$ cat src/rtl/zion_skid_pkg.sv
// Shared types and constants for the two-entry skid buffer with flush.
package zion_skid_pkg;

    // Buffer occupancy state; the encoding doubles as the entry count.
    typedef enum logic [1:0] {
        EMPTY = 2'd0,
        BUSY  = 2'd1,
        FULL  = 2'd2
    } skid_state_e;

    localparam logic [1:0] CNT_EMPTY = 2'd0;
    localparam logic [1:0] CNT_BUSY  = 2'd1;
    localparam logic [1:0] CNT_FULL  = 2'd2;

    // Number of buffered beats held in a given state.
    function automatic logic [1:0] cnt_of(skid_state_e st);
        logic [1:0] cnt;
        cnt = CNT_EMPTY;
        case (st)
            BUSY:    cnt = CNT_BUSY;
            FULL:    cnt = CNT_FULL;
            default: cnt = CNT_EMPTY;
        endcase
        return cnt;
    endfunction

endpackage

$ cat src/rtl/zion_skid_buf_clr.sv
// Two-entry valid/ready skid buffer with synchronous flush. The ready seen
// upstream is a flop, so no combinational path runs from iRdy to oRdy, yet
// the second (skid) entry lets it stream one beat per cycle without bubbles.
module zion_skid_buf_clr
    import zion_skid_pkg::*;
#(
    parameter int          WIDTH    = 32,
    parameter logic [31:0] INI_DATA = 32'h1
) (
    input  logic             clk,
    input  logic             rst,
    input  logic             iClr,
    input  logic             iVld,
    output logic             oRdy,
    input  logic [WIDTH-1:0] iDat,
    output logic             oVld,
    input  logic             iRdy,
    output logic [WIDTH-1:0] oDat,
    output logic [1:0]       oCnt
);

    localparam logic [WIDTH-1:0] INI_W = WIDTH'(INI_DATA);

    skid_state_e      state_q, state_d;
    logic             vld_q;
    logic             rdy_q;
    logic [1:0]       cnt_q;
    logic [WIDTH-1:0] main_q, main_d;
    logic [WIDTH-1:0] skid_q;
    logic             main_ld;
    logic             skid_ld;
    logic             in_fire;
    logic             out_fire;
    logic             data_clr;

    assign in_fire  = iVld & rdy_q;
    assign out_fire = vld_q & iRdy;
    // Data registers share the clear of the downstream clear/enable stage.
    assign data_clr = ~rst | iClr;

    // Next state and data-register load selection from the two handshakes.
    always_comb begin
        // NOTE: every output gets a default first so no path leaves a latch.
        state_d = state_q;
        main_ld = 1'b0;
        skid_ld = 1'b0;
        main_d  = iDat;
        unique case (state_q)
            EMPTY: begin
                if (in_fire) begin
                    state_d = BUSY;
                    main_ld = 1'b1;
                end
            end
            BUSY: begin
                if (in_fire && out_fire) begin
                    main_ld = 1'b1;
                end else if (in_fire) begin
                    state_d = FULL;
                    skid_ld = 1'b1;
                end else if (out_fire) begin
                    state_d = EMPTY;
                end
            end
            FULL: begin
                // oRdy is low here, so only a drain can happen.
                if (out_fire) begin
                    state_d = BUSY;
                    main_ld = 1'b1;
                    main_d  = skid_q;
                end
            end
            default: state_d = EMPTY;
        endcase
    end

    // Control flops: state plus registered valid, ready and occupancy.
    always_ff @(posedge clk) begin
        // NOTE: state is updated with non-blocking assignments so every flop
        // samples pre-edge values regardless of statement order.
        if (!rst) begin
            state_q <= EMPTY;
            vld_q   <= 1'b0;
            rdy_q   <= 1'b0;
            cnt_q   <= CNT_EMPTY;
        end else if (iClr) begin
            state_q <= EMPTY;
            vld_q   <= 1'b0;
            rdy_q   <= 1'b1;
            cnt_q   <= CNT_EMPTY;
        end else begin
            state_q <= state_d;
            vld_q   <= (state_d != EMPTY);
            rdy_q   <= (state_d != FULL);
            cnt_q   <= cnt_of(state_d);
        end
    end

    // Main data register: clear/enable, drives oDat directly.
    always_ff @(posedge clk) begin
        // NOTE: data registers are reset because oDat is observable while
        // EMPTY and must read INI_DATA after reset or flush.
        if (data_clr) begin
            main_q <= INI_W;
        end else if (main_ld) begin
            main_q <= main_d;
        end
    end

    // Skid data register: captures the beat that arrives while main stalls.
    always_ff @(posedge clk) begin
        if (data_clr) begin
            skid_q <= INI_W;
        end else if (skid_ld) begin
            skid_q <= iDat;
        end
    end

    assign oVld = vld_q;
    assign oRdy = rdy_q;
    assign oDat = main_q;
    assign oCnt = cnt_q;

endmodule

$ cat config.mk
export PLATFORM = sky130hd
export DESIGN_NAME = zion_skid_buf_clr
export DESIGN_NICKNAME = d
export VERILOG_FILES = /design/src/rtl/zion_skid_pkg.sv /design/src/rtl/zion_skid_buf_clr.sv
export SDC_FILE = /design/constraint.sdc
export NUM_CORES = 1
export LEC_CHECK = 0
export BUFFER_PORTS_ARGS = -buffer_cell sky130_fd_sc_hd__clkbuf_2
export CAP_MARGIN = 30
export CELL_PAD_IN_SITES_DETAIL_PLACEMENT = 1
export CELL_PAD_IN_SITES_GLOBAL_PLACEMENT = 2
export CORE_MARGIN = 2
export CORE_UTILIZATION = 35
export CTS_BUF_LIST = sky130_fd_sc_hd__clkbuf_8
export DETAILED_ROUTE_END_ITERATION = 8
export PLACE_DENSITY = 0.83
export SYNTH_ARGS = -nofsm -noshare
export SYNTH_HDL_FRONTEND = slang
export SYNTH_SLANG_ARGS = --single-unit
export TNS_END_PERCENT = 10
$ cat constraint.sdc
create_clock -name clk -period 2.67 [get_ports clk]
set_input_delay 0.267 -clock clk [delete_from_list [all_inputs] [get_ports clk]]
set_output_delay 0.267 -clock clk [all_outputs]
set_load 0.05 [all_outputs]
==> flow_summary_export.csv <==
group,metric,value,unit
critical_path,end_kind,"flip-flop",
layout,syn_to_final_growth,22.3,%
power_and_ir_drop,pwr-share-clk,42.2,%
synthesis,synth_seq_cells,70,
global_routing,overflow,0,
place,gp_congestion,0.726,
power_and_ir_drop,vdd_drop_max,315,µV
sta,timing.slew.headroom,51.9,%
critical_path,cpMaxStageDelayCell,"dfxtp_1",
critical_path,arrival,2.01,ns
sta,tightest_slew,0.722,ns
power_and_ir_drop,pwr-share-comb,10.7,%
synthesis,synth_edf_count,0,
clocking,cts_tree,"done",
power_and_ir_drop,pwr_density_cell,647,nW/µm²
layout,diodes,0,
synthesis,synthTopCellsByArea,"dfxtp_1, mux2i_1, nand2_1, a211oi_2, a21oi_1",
synthesis,netlist_instances,311,
floorplan,rows,33,
clocking,cts_resized,0,
synthesis,ys.flop_type,"dfxtp_1",
floorplan,die_x,94.8,µm
clocking,cts_setup_buffers,0,
critical_path,worst_ep_required_time,2.90,ns
clocking,cts_sinks,70,
floorplan,core-area,8090,µm²
synthesis,yosysWarnings,0,
power_and_ir_drop,swShare,26.1,%
critical_path,critPathBufInv,1,
clocking,cts_hold_buffers,0,
global_routing,grt_usage,16.3,%
global_routing,grt_max_degree,37,
status,outcome,"finished, final reports clean",
sta,finalCritPeriodShare,66.7,%
drt,firstDrtPassIters,4,
sta,hold_viol_final,0,
clocking,clock_latency,0.34,ns
sta,drv_slew,0,
drt,ant_nets,0,
synthesis,synth_top_cell_by_area,"dfxtp_1",
sta,clock_skew,0.00922,ns
global_routing,grt_pass1_vias,2376,
place,placed_area,3310,µm²
critical_path,max_stage_delay,0.48,ns
sta,rsz0062_at_grt,"false",
drt,wl_per_cell,14.3,µm
global_routing,antenna_found_initial,0,
drt,drc,0,
critical_path,cp-start-kind,"flip-flop",
drt,drtIter0Drc,38,
critical_path,reg2reg_depth,5,
floorplan,die_h,94.8,µm
min_path,min_to,"skid_q[0]",
clocking,cts_root_buffer,"clkbuf_8",
synthesis,synth_fp_nets,348,
synthesis,async_flop_share,0,%
global_routing,grt_pass1_wl,11.3,mm
critical_path,worstPathCellList,"nand4b_1 > buf_4 > mux2_2 > mux2i_1 > nand2_1",
clocking,cts-htree-levels,3,
min_path,hold_path.class,"primary input to flip-flop",
sta,finalSetupTns,0,ns
sta,min_period,1.78,ns
synthesis,synth_area_per_cell,9.28,µm²
synthesis,yosysUniqueCellTypes,26,
drt,via_per_inst,4.82,
clocking,cts_buffers,9,
synthesis,synth_top_area_share,48.5,%
synthesis,yosysMostFrequentCell,"dfxtp_1",
sta,finalSetupViolations,0,
sta,max_freq,561,MHz
critical_path,regToRegSetupSlack,0.89,ns
floorplan,die-area,8990,µm²
clocking,clkTransAtPathRegs,0.08,ns
layout,finalInstanceArea,3530,µm²
layout,nets,412,
power_and_ir_drop,leakage,1.54,nW
floorplan,start_util,35.7,%
critical_path,path_delay_family,"multiplexers",
synthesis,synthesis.area,2890,µm²
power_and_ir_drop,switchingPower,0.597,mW
min_path,hp-start,"iDat[0]",
place,io_buffer_count,72,
drt,drt-total-wl,6.94,mm
layout,layout-drive-gt1-share,31.7,%
floorplan,boundaryPins,73,
power_and_ir_drop,p_int,1.69,mW
synthesis,synth.cells.most_frequent,"dfxtp_1, nand2_1, a21oi_1, nor2_1, mux2i_1",
clocking,clockBufferDepth,2,
min_path,holdPathStages,3,
critical_path,regToRegEndpoint,"oDat[0]",
drt,vias,2335,
critical_path,crit_fanout,27,
place,hpwl,4.69,mm
power_and_ir_drop,pwr-share-seq,47.2,%
critical_path,rr_startpoint,"state_q[0]",
flow_run,maxCapViolCount,0,
critical_path,worstSetupPathType,"flip-flop to flip-flop",
synthesis,synth-seq-area-share,48.5,%
[flip-flops by register name, summed over array words and instances (netlist names)]
signal   flops
oCnt         2
oDat        32
oRdy         1
oVld         1
skid_q      32
state_q      2
[worst reg2reg max path, delay by kind of cell, from the launching register on]
family	cells	cell delay [ns]
mux	2	0.52
flops	1	0.48
simple gates	2	0.24
buf+inv	1	0.43
[worst max-delay path by stage]
| stage | startpoint | to | depth (start not counted) |
|---|---|---|---|
| 3_5_place_dp | state_q[1] | oDat[7] | 6 |
| 4_1_cts | state_q[1] | oDat[2] | 6 |
| 2_1_floorplan | oVld | oDat[0] | 5 |
| 3_3_place_gp | iVld | skid_q[13] | 6 |
| 5_1_grt | state_q[1] | oDat[3] | 6 |
| 6_report | state_q[0] | oDat[0] | 5 |
[cell usage in the layout, fill, tap and decap left out, types with 2 or more instances in the layout]
cell	n
bufinv_16	2
a21oi_1	35
dfxtp_1	70
a211oi_2	20
nor2b_1	2
nand2_1	67
o21a_1	2
clkbuf_8	10
a211oi_1	11
clkbuf_2	72
nor2_1	33
buf_4	7
mux2i_1	32
[routing by layer]
metal  GRT usage, %  part of all wire (%)
met5              0                     0
met4           6.88                   1.5
met3           4.31                   4.5
met2           26.7                    47
met1           20.4                    47
[cell type report]
| cell class | instances | area (µm²) |
|---|---|---|
| fill | 995 | 4560 |
| timing repair buffer | 79 | 413 |
| clock buffer | 10 | 138 |
| tap | 105 | 131 |
| multi-input combinational | 215 | 1360 |
| clock inverter | 5 | 82.6 |
| sequential | 70 | 1400 |
[power groups by stage]
stage               logic, mW  clock network [mW]  registers [mW]
floorplan               0.104                   0            1.17
global placement        0.243                   0            1.10
detailed placement      0.247                   0            1.10
CTS                     0.248               0.996            1.08
global route            0.265                1.04            1.08
finish                  0.243               0.963            1.08
[stage by stage]
stage | utilization (%) | cells | total power [mW] | hold slack, ns | setup WS (ns)
after floorplan | - | 311 | 1.27 | 0.381 | 0.861
after global placement | 40.9 | 469 | 1.34 | 0.441 | 0.934
after detailed placement | 40.9 | 469 | 1.35 | 0.449 | 0.894
after CTS | 43.6 | 484 | 2.32 | 0.142 | 0.869
after global routing | 43.6 | 484 | 2.39 | 0.141 | 0.675
final | 43.6 | 484 | 2.28 | 0.156 | 0.888
[cells by family after synthesis]
group	after synthesis	share of synthesized area [%]
buffers and inverters	26	4.46
muxes	33	11.5
and+or+nand+nor	111	16.0
AOI/OAI and AO/OA	71	19.5
DFF	70	48.5
Power figures use the tool's default switching activity.
